[src/rtl/fan_ctrl_pkg.sv]
// Shared widths, FSM state encodings and the duty slew helper for the fan duty scheduler.
package fan_ctrl_pkg;

    localparam int DUTY_W = 12;
    localparam int TEMP_W = 12;

    typedef logic [DUTY_W-1:0] duty_t;

    localparam duty_t DUTY_FULL = 12'hFFF;

    localparam logic [1:0] ST_OFF      = 2'd0;
    localparam logic [1:0] ST_KICK     = 2'd1;
    localparam logic [1:0] ST_RUN      = 2'd2;
    localparam logic [1:0] ST_FAILSAFE = 2'd3;

    // One slew step from cur toward tgt: moves by at most step, never past tgt.
    function automatic duty_t duty_step(input duty_t cur, input duty_t tgt, input duty_t step);
        logic [DUTY_W:0] diff;
        logic [DUTY_W:0] nxt;
        if (tgt >= cur) begin
            diff = {1'b0, tgt} - {1'b0, cur};
            nxt  = (diff > {1'b0, step}) ? ({1'b0, cur} + {1'b0, step}) : {1'b0, tgt};
        end else begin
            diff = {1'b0, cur} - {1'b0, tgt};
            nxt  = (diff > {1'b0, step}) ? ({1'b0, cur} - {1'b0, step}) : {1'b0, tgt};
        end
        if (nxt > {1'b0, DUTY_FULL}) begin
            nxt = {1'b0, DUTY_FULL};
        end
        return nxt[DUTY_W-1:0];
    endfunction

endpackage

[src/rtl/fan_slew_limiter.sv]
// Holds the current duty word: free-running slew tick divider, direct load, and
// a bounded step toward the target on each tick while enabled.
module fan_slew_limiter
    import fan_ctrl_pkg::*;
#(
    parameter int    SLEW_DIV  = 16,
    parameter duty_t SLEW_STEP = 12'h040
) (
    input  logic  i_clk,
    input  logic  i_rst_n,
    input  logic  i_load,
    input  duty_t i_load_val,
    input  duty_t i_target,
    input  logic  i_en,
    output duty_t o_duty
);

    localparam int DIV_W = (SLEW_DIV > 1) ? $clog2(SLEW_DIV) : 1;
    localparam logic [DIV_W-1:0] DIV_LAST = DIV_W'(SLEW_DIV - 1);

    logic [DIV_W-1:0] r_div;
    duty_t            r_duty;
    logic             w_tick;

    assign w_tick = (r_div == DIV_LAST);
    assign o_duty = r_duty;

    always_ff @(posedge i_clk or negedge i_rst_n) begin
        if (!i_rst_n) begin
            r_div  <= '0;
            r_duty <= DUTY_FULL;
        end else begin
            r_div <= w_tick ? '0 : r_div + 1'b1;
            // Load wins over slewing so state-forced duties take effect next cycle.
            if (i_load) begin
                r_duty <= i_load_val;
            end else if (i_en && w_tick) begin
                r_duty <= duty_step(r_duty, i_target, SLEW_STEP);
            end
        end
    end

endmodule

[src/rtl/fan_duty_sched.sv]
// Fan PWM duty scheduler: temperature-to-target mapping, OFF/KICK/RUN/FAILSAFE FSM
// and stale-sample watchdog. Define FAN_SCHED_HYSTERESIS_EN to gate target updates by HYST.
module fan_duty_sched
    import fan_ctrl_pkg::*;
#(
    parameter duty_t MIN_DUTY    = 12'h400,
    parameter int    GAIN_SHIFT  = 2,
    parameter duty_t KICK_DUTY   = 12'hFFF,
    parameter int    KICK_CYCLES = 64,
    parameter int    SLEW_DIV    = 16,
    parameter duty_t SLEW_STEP   = 12'h040,
    parameter int    WDOG_CYCLES = 1024
`ifdef FAN_SCHED_HYSTERESIS_EN
    ,
    parameter logic [TEMP_W-1:0] HYST = 12'd8
`endif
) (
    input  logic              clk_in,
    input  logic              rst_n_in,
    input  logic              enable_in,
    input  logic [TEMP_W-1:0] temp_in,
    input  logic              temp_valid_in,
    input  logic [TEMP_W-1:0] cfg_lo_in,
    input  logic [TEMP_W-1:0] cfg_hi_in,
    output logic [DUTY_W-1:0] duty_out,
    output logic [1:0]        state_out,
    output logic              fault_out
);

    localparam int KICK_W = $clog2(KICK_CYCLES + 1);
    localparam logic [KICK_W-1:0] KICK_LAST = KICK_W'(KICK_CYCLES - 1);
    localparam int WDOG_W = $clog2(WDOG_CYCLES + 1);
    localparam logic [WDOG_W-1:0] WDOG_LAST = WDOG_W'(WDOG_CYCLES - 1);

    logic [1:0]        r_state;
    logic [1:0]        w_next;
    logic [KICK_W-1:0] r_kick_cnt;
    logic [WDOG_W-1:0] r_wdog_cnt;
    logic              r_fault;
    duty_t             r_target;
    duty_t             w_map;
    duty_t             w_load_val;
    logic [TEMP_W-1:0] w_diff;
    logic [23:0]       w_scaled;
    logic              w_wdog_exp;
    logic              w_apply;
    logic              w_load;
    logic              w_en;

    assign w_diff   = temp_in - cfg_lo_in;
    assign w_scaled = 24'(MIN_DUTY) + (24'(w_diff) << GAIN_SHIFT);

    // Upper threshold is checked first so an inverted lo/hi pair still yields full duty.
    always_comb begin
        w_map = MIN_DUTY;
        if (temp_in >= cfg_hi_in) begin
            w_map = DUTY_FULL;
        end else if (temp_in <= cfg_lo_in) begin
            w_map = MIN_DUTY;
        end else if (w_scaled > 24'(DUTY_FULL)) begin
            w_map = DUTY_FULL;
        end else begin
            w_map = w_scaled[DUTY_W-1:0];
        end
    end

    // temp_valid_in is a one-cycle strobe with no back-pressure: every asserted cycle is a sample.
`ifdef FAN_SCHED_HYSTERESIS_EN
    logic [TEMP_W-1:0] r_last_temp;
    logic [TEMP_W-1:0] w_temp_delta;
    logic              w_cross;

    assign w_temp_delta = (temp_in >= r_last_temp) ? (temp_in - r_last_temp) : (r_last_temp - temp_in);
    assign w_cross      = (temp_in >= cfg_hi_in) != (r_last_temp >= cfg_hi_in);
    assign w_apply      = temp_valid_in && ((w_temp_delta >= HYST) || w_cross);

    always_ff @(posedge clk_in or negedge rst_n_in) begin
        if (!rst_n_in) begin
            r_last_temp <= '0;
        end else if (w_apply) begin
            r_last_temp <= temp_in;
        end
    end
`else
    assign w_apply = temp_valid_in;
`endif

    assign w_wdog_exp = !temp_valid_in && (r_wdog_cnt >= WDOG_LAST);

    always_comb begin
        w_next = r_state;
        if (!enable_in) begin
            w_next = ST_OFF;
        end else begin
            case (r_state)
                ST_OFF:  w_next = ST_KICK;
                ST_KICK: begin
                    if (w_wdog_exp) begin
                        w_next = ST_FAILSAFE;
                    end else if (r_kick_cnt == KICK_LAST) begin
                        w_next = ST_RUN;
                    end
                end
                ST_RUN:  if (w_wdog_exp) w_next = ST_FAILSAFE;
                default: if (temp_valid_in) w_next = ST_RUN;
            endcase
        end
    end

    // Every state except RUN pins the duty word; RUN hands it to the slew limiter.
    always_comb begin
        w_load     = 1'b1;
        w_load_val = DUTY_FULL;
        case (w_next)
            ST_OFF:  w_load_val = '0;
            ST_KICK: w_load_val = KICK_DUTY;
            ST_RUN:  w_load     = 1'b0;
            default: w_load_val = DUTY_FULL;
        endcase
    end

    assign w_en = (r_state == ST_RUN);

    always_ff @(posedge clk_in or negedge rst_n_in) begin
        if (!rst_n_in) begin
            r_state    <= ST_FAILSAFE;
            r_fault    <= 1'b0;
            r_target   <= DUTY_FULL;
            r_kick_cnt <= '0;
            r_wdog_cnt <= '0;
        end else begin
            r_state <= w_next;
            if (w_apply) begin
                r_target <= w_map;
            end
            r_kick_cnt <= (r_state == ST_KICK && w_next == ST_KICK) ? r_kick_cnt + 1'b1 : '0;
            if (!enable_in || temp_valid_in) begin
                r_wdog_cnt <= '0;
            end else if (r_wdog_cnt != WDOG_LAST) begin
                r_wdog_cnt <= r_wdog_cnt + 1'b1;
            end
            // FAILSAFE is only entered from KICK/RUN through watchdog expiry.
            if (r_state != ST_FAILSAFE && w_next == ST_FAILSAFE) begin
                r_fault <= 1'b1;
            end else if (r_state == ST_FAILSAFE && w_next == ST_RUN) begin
                r_fault <= 1'b0;
            end
        end
    end

    fan_slew_limiter #(
        .SLEW_DIV  (SLEW_DIV),
        .SLEW_STEP (SLEW_STEP)
    ) u_slew (
        .i_clk      (clk_in),
        .i_rst_n    (rst_n_in),
        .i_load     (w_load),
        .i_load_val (w_load_val),
        .i_target   (r_target),
        .i_en       (w_en),
        .o_duty     (duty_out)
    );

    assign state_out = r_state;
    assign fault_out = r_fault;

endmodule

[config.mk]
export PLATFORM = sky130hd
export DESIGN_NAME = fan_duty_sched
export DESIGN_NICKNAME = d
export VERILOG_FILES = /design/src/rtl/fan_ctrl_pkg.sv /design/src/rtl/fan_slew_limiter.sv /design/src/rtl/fan_duty_sched.sv
export SDC_FILE = /design/constraint.sdc
export NUM_CORES = 1
export LEC_CHECK = 0
export ABC_AREA = 1
export ABC_CLOCK_PERIOD_IN_PS = 3700
export CAP_MARGIN = 15
export CORE_ASPECT_RATIO = 0.75
export CORE_MARGIN = 5
export CORE_UTILIZATION = 46
export CTS_CLUSTER_DIAMETER = 80
export DETAILED_ROUTE_END_ITERATION = 16
export PLACE_DENSITY_LB_ADDON = 0.2
export SYNTH_ARGS = -nofsm -noshare
export SYNTH_HDL_FRONTEND = slang
export SYNTH_SLANG_ARGS = --single-unit
[constraint.sdc]
create_clock -name clk_in -period 3.7 [get_ports clk_in]
set_clock_uncertainty 0.1 [all_clocks]
set_input_delay 0.925 -clock clk_in [delete_from_list [all_inputs] [get_ports clk_in]]
set_output_delay 0.925 -clock clk_in [all_outputs]
set_load 0.01 [all_outputs]
## Word-level counts from Yosys, hierarchy flattened

Index checks and enable logic that the tools add are counted.

- Add/subtract/negate cells: 9
- Magnitude comparators: 8
- Eq/ne operators: 11
- Muxes and demuxes: 24
- Reduce and logical (&&, ||, !) cells: 12

Operators by type and width:

| cell | count |
|---|---|
| 12-bit two-way mux | 7 |
| 13-bit two-way mux | 5 |
| 13-bit by 7-bit > comparator with 1-bit output, second input constant | 2 |
| 12-bit by 12-bit subtractor with 13-bit output | 2 |
| 12-bit greater-or-equal comparator | 2 |
| 11-bit two-way mux | 2 |
| 11-bit by 14-bit adder with 15-bit output, first input constant | 1 |
| 15-bit by 12-bit > comparator with 1-bit output, second input constant | 1 |
| 12-bit by 7-bit adder with 13-bit output, second input constant | 1 |
| 13-bit by 12-bit > comparator with 1-bit output, second input constant | 1 |
| 12-bit by 7-bit subtractor with 13-bit output, second input constant | 1 |
| 12-bit less-or-equal comparator | 1 |
| 12-bit subtractor | 1 |
| 11-bit by 1-bit adder with 11-bit output, second input constant | 1 |
| 11-bit by 10-bit greater-or-equal comparator with 1-bit output, second input constant | 1 |
| 11-bit by 10-bit inequality test with 1-bit output, second input constant | 1 |
| 2-bit two-way mux | 5 |
| 2-bit equality test, second input constant | 4 |
| 7-bit by 1-bit adder with 7-bit output, second input constant | 1 |
| 7-bit by 6-bit equality test with 1-bit output, second input constant | 1 |
| 7-bit two-way mux | 1 |
| 2-bit case mux with 3 select lines | 1 |
| 1-bit logical AND | 5 |
| 4-bit by 1-bit adder with 4-bit output, second input constant | 1 |
| 10 further kinds | 15 |

- Flip-flop bits (word level): 49
- Input bits: 40
- Output and inout port bits: 15
- Word-level logic and storage cells: 71

## Depth between registers and ports, before layout

- Depth after elaboration: 11
- Mapped depth: 22
- Mapped depth without buffers: 20

## By module

From an unflattened synthesis, not the netlist that was laid out.

- Cell total of the unflattened synthesis: 906
- Area, all modules: 5645.4 µm²

By module, submodules not included:

| module | instances | cells an instance | area each (µm²) | seq. area each (µm²) |
|---|---|---|---|---|
| fan_slew_limiter | 1 | 544 | 2981.6 | 415.4 |
| fan_duty_sched | 1 | 362 | 2663.8 | 817.0 |

## Worst setup path before layout

No wires, ideal clock.

- Path type: input port to flip-flop
- From: input temp_in[0]
- To: register r_target[11]
- Library setup time: 0.082 ns
- Arrival: 2.961 ns
- Required time: 3.518 ns
- Setup slack: 0.557 ns
- Cell stages on the path: 15
- Buffers on the path: 0
- Cells stage by stage: inv_1 ha_1 fa_1 o21ai_0 nand2_1 nand2_1 nand2_1 nand2_1 xnor2_1 inv_1 ha_1 xnor2_1 nand4_1 nand3_2 nand2_1

- Word-level cells in the longest chain between the ends: 6
- Elaborated cells on any way between the ends: 8
- Classes of those cells: add/sub (2); order compare (3); mux (3)

RTL lines:

| element | line | RTL |
|---|---|---|
| start, declared | fan_duty_sched.sv:21 | `input logic [TEMP_W-1:0] temp_in,` |
| 12-bit subtractor | fan_duty_sched.sv:50 | `assign w_diff = temp_in - cfg_lo_in;` |
| 11-bit by 14-bit adder with 15-bit output | fan_duty_sched.sv:51 | `assign w_scaled = 24'(MIN_DUTY) + (24'(w_diff) << GAIN_SHIFT);` |
| 15-bit by 12-bit > comparator with 1-bit output | fan_duty_sched.sv:60 | `end else if (w_scaled > 24'(DUTY_FULL)) begin` |
| 12-bit two-way mux | fan_duty_sched.sv:60 |  |
| 12-bit two-way mux | fan_duty_sched.sv:58 | `end else if (temp_in <= cfg_lo_in) begin` |
| 12-bit two-way mux * | fan_duty_sched.sv:56 | `if (temp_in >= cfg_hi_in) begin` |
| end signal, assigned | fan_duty_sched.sv:134 | `r_target <= w_map;` |
| end, declared | fan_duty_sched.sv:40 | `duty_t r_target;` |

Every way passes the cells marked *; elsewhere a longest branch is shown, timed or not.
A chain may end at the register's enable or synchronous reset.

## Final worst setup path

- From: input temp_in[0]
- To: register r_target[8]

The elaborated chain is that of the path after synthesis.

==> impl_metrics.ini <==
[floorplan]
rows = 34
die_h_um = 103.1
ios = 55
core_um2 = 11440
die_x_um = 134.2
fp.dieArea_um2 = 13830
start_util = 0.4647

[layout]
n_antenna_cell = 0
final_core_util = 0.5463
final_common_cell = nand2_1
multiInputGateArea_um2 = 3387
drive_gt1_frac = 0.09315
seq_area_um2 = 1232
final_cell_mix = nand2_1 (244), inv_1 (159), nand3_1 (69), ha_1 (54), clkdlybuf4s50_1 (53)
nFillCells = 1162
finish.instance_area_um2 = 6251
area_growth_pct = 17.55
fin_nets = 985

[synthesis]
syn_area_per_cell_um2 = 6.399
synthFlopType = dfstp_2
ys_seq_elements = 48
synth.distinct_cells = 42
synthCells = 831
synth_area_leaders = nand2_1 (17%), ha_1 (13%), dfstp_2 (12%), inv_1 (11%), dfrtp_1 (11%)
synth_edf_count = 0
syn_area_um2 = 5318
yosys_warnings = 0
async_flop_share = 1.000
syn-num-nets = 926
yosys.area.top_type = nand2_1
synth.top_cell.area_share = 0.1722
ys_seq_area_frac = 0.2318

[pwr]
p_leak_nw = 3.321
ir_worst_vdd_mv = 0.2331
power.density_nw_per_um2 = 393.9
power_mw = 2.462

[worst_hold_path]
hp-class = primary input to asynchronous set/reset pin

[placed_design]
numPortBuffers = 54
dpl_cell_area_um2 = 6037
gp_congestion = 0.9452
dp.final_hpwl_um = 10840
place_ws_ns = -0.05142

[worst_setup_path]
cp_data_required_time_ns = 3.81
arrival_ns = 3.53
r2r-start = u_slew.o_duty[9]
cp-startpoint = temp_in[0]
critPathMaxFanout = 10
critPathKind = primary input to flip-flop
endpoint_kind = flip-flop
start_kind = primary input

[timing]
relSlewSlack = 0.3930
period_share = 0.9238
setup_ws_ns = 0.2821
drv_slew = 0
period_needed_ns = 3.418
max_freq_mhz = 292.6
setup_viol = 0
rsz0062_at_grt = false
final-hold-violation-count = 0
tns_ns = 0
worstMarginPinSlew_ns = 0.9072

[clock_network]
hold_buffers = 0
cts_resized = 0
cts_buffer_depth = 2
cts_inserted_buffers = 5
h-tree-depth = 2
cts_setup_buffers = 0
clk_pin_slew_ns = 0.07
clkLatencyLatePin_ns = 0.29
ctsRootBufferMaster = clkbuf_16
cts_sinks = 48
cts_tree = yes

[route]
first_iter_violations = 292
num_vias = 5247
via_per_inst = 5.070
wire_per_inst_um = 12.76
drc = 0
dr.pass1.iters = 5
routed_wl_um = 13210
ant_nets = 0

[global_route]
grt_max_degree = 49
grt_use_total = 0.1927
grt_pass1_wl_um = 21970
overflow = 0
grt_antenna_before_repair = 0
grt_pass1_vias = 4798

[run_status]
outcome = completed

[run]
maxCapViolations = 0
## worst max-delay path, stage by stage
cell,delay [ns]
clkdlybuf4s50_1,0.45
inv_1,0.05
ha_1,0.22
fa_1,0.39
o21ai_0,0.23
nand2_1,0.09
nand2_1,0.09
nand2_1,0.05
nand2_1,0.08
xnor2_1,0.12
inv_1,0.07
ha_1,0.19
xnor2_1,0.15
nand4_1,0.14
nand3_2,0.21
nand2_1,0.08
## stage by stage
stage / std cells / hold slack [ns]
2_1_floorplan: 831 / 0.3329
3_3_place_gp: 1026 / 0.3535
3_5_place_dp: 1026 / 0.3635
4_1_cts: 1034 / 0.3723
5_1_grt: 1035 / 0.3653
6_report: 1035 / 0.3671
## Yosys cell counts, types with 3 or more instances
cell type / n
dfrtp_1: 23
nor3_1: 8
nand3_1: 69
buf_4: 3
inv_1: 159
nor2_4: 3
dfstp_2: 25
xor2_1: 17
a21oi_1: 39
nand2_1: 244
a21oi_2: 4
buf_2: 3
o21ai_1: 6
o211ai_1: 4
a211oi_1: 4
ha_1: 54
a31oi_1: 12
nand2_2: 8
nand3_2: 7
nor2_1: 47
nor2_2: 6
xnor2_1: 5
nand4_1: 21
o21ai_0: 28
o22ai_1: 3
clkbuf_1: 8
## final cells by class
class	instances	share of cell area
multi-input cells	606	0.5418
flip-flops and latches	48	0.1972
repair buffers	68	0.1045
inverters	161	0.09668
well taps	144	0.02882
clock buffers	5	0.02002
clock inverters	3	0.01101
## power breakdown
group	switching (mW)	internal (mW)	total, mW
Combinational	0.783	0.447	1.23
Sequential	0.0531	0.590	0.643
Clock	0.199	0.390	0.589
Total	1.04	1.43	2.46
## layer usage
metal	routed length (µm)	GRT usage
met2	5518	0.3023
met5	0	0
met3	753	0.02780
met1	6710	0.2852
met4	229	0.03756
## cell families after synthesis
group / count (synthesis) / synth area share
simple gates: 421 / 0.3525
buf+inv: 177 / 0.1313
xor+xnor: 23 / 0.03929
flops: 48 / 0.2318
fa+ha+maj: 55 / 0.1308
compound gates: 107 / 0.1144
## worst paths after layout
kind	slack (ns)	depth (start not counted)	end
hold reg to reg	0.37	1	r_kick_cnt[0]
max in group asynchronous	2.61	2	r_target[5]
setup reg to reg	0.38	16	u_slew.o_duty[4]
min in group clk_in	0.37	1	r_kick_cnt[0]
setup / recovery	0.28	16	r_target[8]
hold / removal	0.37	1	r_kick_cnt[3]
## flip-flops by register name (all words and copies together) (netlist names)
signal,count
u_slew.o_duty,12
r_target,11
r_kick_cnt,7
fault_out,1
u_slew.r_div,4
r_wdog_cnt,11
state_out,2
No activity file was read; power rests on OpenSTA's default activity.
